## config.mk

```make
export PLATFORM = sky130hd
export DESIGN_NAME = dsp_subtractor
export DESIGN_NICKNAME = d
export VERILOG_FILES = /design/src/rtl/dsp_sub_pkg.sv /design/src/rtl/dsp_sub16.sv /design/src/rtl/dsp_subtractor.sv
export SDC_FILE = /design/constraint.sdc
export NUM_CORES = 1
export LEC_CHECK = 0
export CAP_MARGIN = 10
export CORE_MARGIN = 4
export CORE_UTILIZATION = 51
export CTS_CLUSTER_SIZE = 14
export DETAILED_ROUTE_END_ITERATION = 7
export PLACE_DENSITY = 0.81
export SYNTH_ARGS = -nofsm -noshare
export SYNTH_HDL_FRONTEND = slang
export SYNTH_HIERARCHICAL = 1
export SYNTH_SLANG_ARGS = --single-unit
```

## constraint.sdc

```tcl
create_clock -name clk -period 3.5 [get_ports clk]
set_input_delay 0.7 -clock clk [delete_from_list [all_inputs] [get_ports clk]]
set_output_delay 0.7 -clock clk [all_outputs]
set_load 0.01 [all_outputs]
```

## src/rtl/dsp_sub_pkg.sv

```systemverilog
// rtl/dsp_sub_pkg.sv - shared widths and word/slice types for the pipelined subtractor
package dsp_sub_pkg;

  localparam int DSPSUB_W       = 32;
  localparam int DSPSUB_SLICE_W = 16;

  typedef logic [DSPSUB_W-1:0]       word_t;
  typedef logic [DSPSUB_SLICE_W-1:0] slice_t;

endpackage

```

## src/rtl/dsp_sub16.sv

```systemverilog
// rtl/dsp_sub16.sv - combinational 16-bit subtract with borrow-in and borrow-out
module dsp_sub16
  import dsp_sub_pkg::*;
(
  input  logic [DSPSUB_SLICE_W-1:0] a,
  input  logic [DSPSUB_SLICE_W-1:0] b,
  input  logic                      bin,
  output logic [DSPSUB_SLICE_W-1:0] d,
  output logic                      bout
);

  // One extra bit catches the borrow: a negative result wraps into the top bit.
  logic [DSPSUB_SLICE_W:0] diff;

  assign diff = {1'b0, a} - {1'b0, b} - {{DSPSUB_SLICE_W{1'b0}}, bin};
  assign d    = diff[DSPSUB_SLICE_W-1:0];
  assign bout = diff[DSPSUB_SLICE_W];

endmodule

```

## src/rtl/dsp_subtractor.sv

```systemverilog
// rtl/dsp_subtractor.sv - two-stage 32-bit subtractor built from two 16-bit slices
// Flag outputs (borrow/overflow/zero) exist only when DSP_SUBTRACTOR_FLAGS_EN is defined.
module dsp_subtractor
  import dsp_sub_pkg::*;
(
  input  logic                clk,
  input  logic                reset,
  input  logic                in_valid,
  input  logic [DSPSUB_W-1:0] input1,
  input  logic [DSPSUB_W-1:0] input2,
  output logic [DSPSUB_W-1:0] out,
  output logic                out_valid,
  output logic                borrow,
  output logic                overflow,
  output logic                zero
);

  localparam int SW = DSPSUB_SLICE_W;

  slice_t lo_d;
  logic   lo_bout;

  slice_t s1_d_lo;
  logic   s1_b_lo;
  slice_t s1_a_hi;
  slice_t s1_b_hi;
  logic   s1_valid;

  slice_t hi_d;
  logic   hi_bout;
  word_t  result;

  dsp_sub16 u_lo (
    .a    (input1[SW-1:0]),
    .b    (input2[SW-1:0]),
    .bin  (1'b0),
    .d    (lo_d),
    .bout (lo_bout)
  );

  always_ff @(posedge clk or posedge reset) begin
    if (reset) begin
      s1_d_lo  <= '0;
      s1_b_lo  <= 1'b0;
      s1_a_hi  <= '0;
      s1_b_hi  <= '0;
      s1_valid <= 1'b0;
    end else begin
      s1_d_lo  <= lo_d;
      s1_b_lo  <= lo_bout;
      s1_a_hi  <= input1[DSPSUB_W-1:SW];
      s1_b_hi  <= input2[DSPSUB_W-1:SW];
      s1_valid <= in_valid;
    end
  end

  // High slice consumes the low-slice borrow captured in S1.
  dsp_sub16 u_hi (
    .a    (s1_a_hi),
    .b    (s1_b_hi),
    .bin  (s1_b_lo),
    .d    (hi_d),
    .bout (hi_bout)
  );

  assign result = {hi_d, s1_d_lo};

  always_ff @(posedge clk or posedge reset) begin
    if (reset) begin
      out       <= '0;
      out_valid <= 1'b0;
    end else begin
      out       <= result;
      out_valid <= s1_valid;
    end
  end

`ifdef DSP_SUBTRACTOR_FLAGS_EN
  always_ff @(posedge clk or posedge reset) begin
    if (reset) begin
      borrow   <= 1'b0;
      overflow <= 1'b0;
      zero     <= 1'b0;
    end else begin
      borrow   <= hi_bout;
      overflow <= (s1_a_hi[SW-1] ^ s1_b_hi[SW-1]) & (s1_a_hi[SW-1] ^ hi_d[SW-1]);
      zero     <= (result == '0);
    end
  end
`else
  logic unused_flags;

  assign unused_flags = hi_bout;
  assign borrow       = 1'b0;
  assign overflow     = 1'b0;
  assign zero         = 1'b0;
`endif

endmodule

```

## Word level (Yosys, flattened, before mapping)

Index checks and enable logic that the tools add are counted.

| operators by class | value |
|---|---|
| add/sub/neg operators | 3 |

Operators with widths:

| cell | count |
|---|---|
| 16-bit by 16-bit subtractor with 17-bit output | 1 |
| 16-bit by 1-bit subtractor with 16-bit output | 1 |
| 16-bit subtractor | 1 |

| word-level totals | value |
|---|---|
| register bits | 83 |
| output and inout port bits | 36 |

## Logic depth before layout (Yosys ltp)

Gate-level depths: netlist of run 1.

| depth | value |
|---|---|
| word-level depth | 2 |
| mapped depth | 10 |

## Hierarchy

The synthesis of run 1 kept the hierarchy.

Modules (own cells, without submodules):

| module | times used | cells an instance | area each (µm²) | sequential area each (µm²) |
|---|---|---|---|---|
| dsp_subtractor | 1 | 88 | 2107.0 | 2077.0 |
| dsp_sub16 at u_hi | 1 | 174 | 1224.9 | 0.0 |
| dsp_sub16 at u_lo | 1 | 170 | 1141.1 | 0.0 |

## Worst setup path after synthesis of run 1

No wires, ideal clock.

| timing path | value |
|---|---|
| path kind | input-to-reg |
| from | in input2[0] |
| to | reg s1_d_lo[11] |
| arrival | 2.355 ns |
| required time | 3.369 ns |
| path slack | 1.014 ns |
| stages | 9 |
| buffers on the path | 0 |
| cells stage by stage | inv_1 -> fa_1 -> inv_1 -> ha_1 -> o211ai_1 -> o2111ai_1 -> a41oi_1 -> o21ai_0 -> xor2_1 |

| between the ends | value |
|---|---|
| longest elaborated chain between the ends | 1 |

RTL lines:

| element | line | text |
|---|---|---|
| start, declared | dsp_subtractor.sv:10 | `input logic [DSPSUB_W-1:0] input2,` |
| 16-bit by 16-bit subtractor with 17-bit output | dsp_sub16.sv:15 | `assign diff = {1'b0, a} - {1'b0, b} - {{DSPSUB_SLICE_W{1'b0}}, bin};` |
| via lo_d[11] | dsp_subtractor.sv:20 | `slice_t lo_d;` |
| end signal, assigned | dsp_subtractor.sv:49 | `s1_d_lo <= lo_d;` |
| end, declared | dsp_subtractor.sv:23 | `slice_t s1_d_lo;` |

The timed path passes the listed nets, and every way through them passes these cells.

## Worst setup path after layout of run 1

Ends and elaborated chain as after synthesis.

==> flow_summary.json, run 1 <==
{
  "hold_class": "reg2reg",
  "critPathArrivalTime_ps": 3000,
  "drtPass1Iterations": 5,
  "period_share_pct": 79.30,
  "groute.usage.overall_pct": 16.51,
  "post_cts_buffers": 0,
  "cp-end-kind": "flop",
  "routed_wl_um": 8000,
  "area_growth_pct": 29.90,
  "status": "finished, final reports clean",
  "synthCells": 422,
  "io_pins": 103,
  "fmax_ghz": 0.3603,
  "clock_latency_ps": 350,
  "ant_nets": 0,
  "drtIter0Drc": 96,
  "n_antenna_cell": 0,
  "initial_utilization_pct": 53.19,
  "grt_pass1_wl_um": 13510,
  "relSlewSlack_pct": 37.84,
  "regToRegSetupSlack_ps": 990,
  "cts_tree": "done",
  "die-area_mm2": 0.01021,
  "coreArea_mm2": 0.008299,
  "setup_viol": 0,
  "cts_resized": 0,
  "rsz0062_at_grt": "false",
  "worstMarginPinSlew_ps": 931.3,
  "fp.dieH_um": 101.0,
  "dpl.hpwl_um": 6523,
  "cp_max_fo": 2,
  "overflow": 0,
  "hold_ws_ps": 348.6,
  "dpl.cell_count": 625,
  "crit_required_ps": 3720,
  "syn_area_per_cell_um2": 10.46,
  "drc": 0,
  "cts_root_buf": "clkbuf_8",
  "fillers": 645,
  "synth_warnings": 6,
  "powerDensity_mw_per_mm2": 503.8,
  "crit_type": "in2reg",
  "gp_congestion": 0.8444,
  "leakagePower_nw": 2.759,
  "numCtsBuffers": 9,
  "wl_per_cell_um": 12.48,
  "first_global_vias": 3184,
  "finalNetCount": 662,
  "clock_sinks": 83,
  "slew_viol_final": 0,
  "min_period_ps": 2775,
  "setup_tns_ps": 0,
  "instances_no_fill": 641,
  "io_buffers": 99,
  "vias": 3110,
  "finClkSkew_ps": 11.43,
  "vdd_ir_drop_max_mv": 0.1874,
  "num_rows": 33,
  "dieWidth_um": 101.0,
  "grt_max_degree": 60,
  "clk_pin_slew_ps": 90,
  "cts_hold_buf": 0,
  "clockBufferDepth": 2,
  "startpoint_type": "input port",
  "drive_gt1_share_pct": 5.784,
  "hold_viol_final": 0,
  "via_per_inst": 4.852,
  "ctsHtreeMaxLevel": 3,
  "syn_area_mm2": 0.004414,
  "drv_cap": 0,
  "grt_antenna_before_repair": 0
}
per-layer routing:
metal | part of all wire, % | wire length (µm) | vias up | global-route usage (%)
li1 | - | - | 1581 | -
met3 | 4.4 | 349 | 5 | 2.353
met4 | 0.63 | 50 | 0 | 5.521
met5 | 0 | 0 | - | 0
met1 | 38 | 3067 | 1465 | 17.58
met2 | 57 | 4532 | 59 | 32.71
placed cells by master (no fill, tap or decap), drive strengths merged, types with 3 or more instances in the layout:
cell type      count
inv              105
clkdlybuf4s50     99
dfrtp             83
ha                60
a21oi             26
o21ai             20
nand2             20
xnor2             18
nor2              15
clkbuf             9
xor2               9
o211ai             6
nand3              5
conb               4
nor3               4
fa                 4
a311oi             3
o311ai             3
per-stage QoR:
stage	util, %	total power, mW	area [µm²]	worst slack, ps
3_5_place_dp	66.61	2.228	5528	379.8
5_1_grt	69.09	3.080	5734	628.7
2_1_floorplan	-	1.775	4425	663.2
6_report	69.09	2.889	5734	724.6
3_3_place_gp	66.61	2.202	5528	432.5
4_1_cts	69.09	2.929	5734	754.4
state kept, by name, indices dropped and copies added (netlist names):
name / count
s1_b_hi: 16
s1_d_lo: 16
s1_a_hi: 16
out: 32
s1_valid: 1
s1_b_lo: 1
out_valid: 1
path summary, 6_finish.rpt:
kind                            cells past startpoint             startpoint                    end
worst max-delay path                               10              input2[0]  s1_d_lo[11]$_DFF_PP0_
worst max register to register                      8   s1_a_hi[0]$_DFF_PP0_      out[25]$_DFF_PP0_
worst min register to register                      0  s1_d_lo[10]$_DFF_PP0_      out[10]$_DFF_PP0_
max in group asynchronous                           3                  reset   s1_b_hi[7]$_DFF_PP0_
min in group asynchronous                           2                  reset    out_valid$_DFF_PP0_
worst min-delay path                                0  s1_d_lo[10]$_DFF_PP0_      out[10]$_DFF_PP0_
critical path, stage by stage:
cell,delay (ps)
clkdlybuf4s50_1,450
inv_1,50
fa_1,520
inv_1,50
ha_1,180
o211ai_1,210
o2111ai_1,200
a41oi_1,340
o21ai_0,150
xor2_1,160
final cells by class:
type / instances / area (µm²) / share of cell area [%]
Tap cell: 105 / 131.4 / 2.291
Sequential cell: 83 / 2077 / 36.22
Inverter: 103 / 387.9 / 6.764
Clock inverter: 7 / 82.58 / 1.440
Clock buffer: 9 / 123.9 / 2.160
Timing Repair Buffer: 101 / 1006 / 17.54
Multi-Input combinational cell: 233 / 1926 / 33.58
power breakdown:
part	switching (mW)	internal (mW)	total, mW
Clock	0.352	0.340	0.692
Sequential	0.0537	1.16	1.22
Combinational	0.469	0.512	0.982
Total	0.875	2.01	2.89
No activity file was read; power rests on OpenSTA's default activity.
==> run 2, diff against run 1 <==
- CORE_UTILIZATION: 51 -> 46
- PLACE_DENSITY: 0.81 -> 0.77
- clock period: 3.5 -> 2.3 ns (I/O delays scaled with it)
==> flow_summary.json, run 2 (same netlist as run 1, synthesis figures left out) <==
{
  "area_growth_pct": 43.34,
  "fin_util_pct": 68.15,
  "worstPathCellList": "inv_1, fa_1, inv_1, ha_1, o21ai_2, nand2_2, buf_4, nand3_1, o21ai_0, a311oi_1",
  "vias": 3393,
  "cts_hold_buf": 0,
  "p_sw_share_pct": 31.92,
  "crit_path_max_incr_delay_ps": 560,
  "via_per_inst": 4.799,
  "n_antenna_cell": 0,
  "final_common_cell": "inv_1",
  "p_total_mw": 4.645,
  "finClkSkew_ps": 19.33,
  "clock_latency_ps": 350,
  "status": "finished, final reports clean",
  "num_rows": 35,
  "grt_antenna_before_repair": 0,
  "startpoint_type": "flop",
  "period_share_pct": 98.37,
  "die-area_mm2": 0.01123,
  "drc": 0,
  "clock_sinks": 83,
  "setup_viol": 0,
  "p_int_mw": 3.162,
  "initial_utilization_pct": 47.55,
  "fp.dieH_um": 106.0,
  "hold_viol_final": 0,
  "largest_reg_flops": 32,
  "leakagePower_nw": 3.002,
  "io_pins": 103,
  "top_layer_used": "met4",
  "drive_gt1_share_pct": 18.34,
  "groute.usage.overall_pct": 16.23,
  "grt_pass1_wl_um": 14770,
  "dieWidth_um": 106.0,
  "crit_slowest_cell": "fa_1",
  "drv_cap": 0,
  "clk_pin_slew_ps": 90,
  "regMostFlops": "out",
  "final_cell_mix": "inv_1 (102), clkdlybuf4s50_1 (97), dfrtp_1 (83)",
  "cp_max_fo": 4,
  "finish.instance_area_mm2": 0.006327,
  "powerDensity_mw_per_mm2": 734.1,
  "final-seq-area_mm2": 0.002077,
  "cpMostUsedCell": "inv_1",
  "grt_max_degree": 84,
  "crit_required_ps": 2520,
  "fmax_ghz": 0.4420,
  "crit_type": "reg2reg",
  "cp-end-kind": "flop",
  "switching_power_mw": 1.483,
  "rsz0062_at_grt": "true",
  "hold_class": "reg2reg",
  "seq_power_share_pct": 40.0,
  "drtPass1Iterations": 4,
  "placed_area_mm2": 0.005851,
  "dpl.hpwl_um": 6868,
  "ant_nets": 0,
  "ctsHtreeMaxLevel": 3,
  "io_buffers": 99,
  "slew_viol_final": 0,
  "cts_root_buf": "clkbuf_8",
  "wl_met1_um": 3413,
  "critPathArrivalTime_ps": 2480,
  "numCtsBuffers": 9,
  "wl_met3_um": 349,
  "wl_per_cell_um": 12.88,
  "min_period_ps": 2263,
  "multi_input_comb_area_mm2": 0.002177,
  "clockBufferDepth": 2,
  "cts_tree": "done",
  "fillers": 732,
  "coreArea_mm2": 0.009284,
  "overflow": 0,
  "finalNetCount": 704,
  "first_global_vias": 3460,
  "clkPwrFrac_pct": 20.9,
  "gp_congestion": 0.8001,
  "routed_wl_um": 9104,
  "drtIter0Drc": 85,
  "met2WireLength_um": 5204,
  "combinationalPowerShare_pct": 39.1,
  "vdd_ir_drop_max_mv": 0.3256
}
==> run 2: metal layers <==
| metal | track usage [%] | vias to the layer above |
|---|---|---|
| li1 | - | 1672 |
| met1 | 17.23 | 1623 |
| met2 | 32.19 | 79 |
| met3 | 3.218 | 19 |
| met4 | 4.440 | 0 |
| met5 | 0 | - |
==> run 2: layout make-up <==
type | instances | area share [%]
Sequential cell | 83 | 32.83
Inverter | 103 | 6.170
Clock inverter | 7 | 0.9294
Clock buffer | 9 | 1.958
Timing Repair Buffer | 143 | 21.16
Tap cell | 129 | 2.551
Multi-Input combinational cell | 233 | 34.41
==> run 2: worst paths after layout <==
check	startpoint	to	slack, ps	cells after the start
max	s1_b_lo$_DFF_PP0_	out[31]$_DFF_PP0_	40	10
min	s1_d_lo[11]$_DFF_PP0_	out[11]$_DFF_PP0_	350	0
max reg2reg	s1_b_lo$_DFF_PP0_	out[31]$_DFF_PP0_	40	10
min reg2reg	s1_d_lo[11]$_DFF_PP0_	out[11]$_DFF_PP0_	350	0
max in group asynchronous	reset	out[10]$_DFF_PP0_	1400	3
min in group asynchronous	reset	out_valid$_DFF_PP0_	560	3
==> run 2: power by group through the flow <==
stage	combinational [mW]	clock, mW	sequential [mW]
3_3_place_gp	1.60	0	1.88
2_1_floorplan	0.727	0	1.97
4_1_cts	1.71	0.998	1.87
5_1_grt	1.98	1.06	1.90
6_report	1.82	0.969	1.86
3_5_place_dp	1.64	0	1.89
==> run 2: metrics by stage <==
stage	TNS (ps)	instances	worst slack (ps)	hold WS, ps
4_1_cts	-76.12	706	-48.48	354.1
6_report	0	707	37.39	351.2
2_1_floorplan	0	425	53.74	331.2
5_1_grt	-233.3	707	-155.8	360.9
3_5_place_dp	-4365	686	-607.4	334.7
3_3_place_gp	-3732	686	-528.9	332.0
==> run 2: timing repair <==
item / in CTS / in global routing
endpoints found under the setup margin: 9 / 16
resized for setup: 12 / 35
pin swaps: 8 / 18
buffers inserted: 4 / 1
==> run 2: worst max-delay path, delay by kind of cell, from the launching register on <==
kind                       cells  cell delay [ps]
adders and majority gates      2              750
AOI/OAI and AO/OA              3              560
DFF                            1              340
buffers and inverters          3              260
and+or+nand+nor                2              230
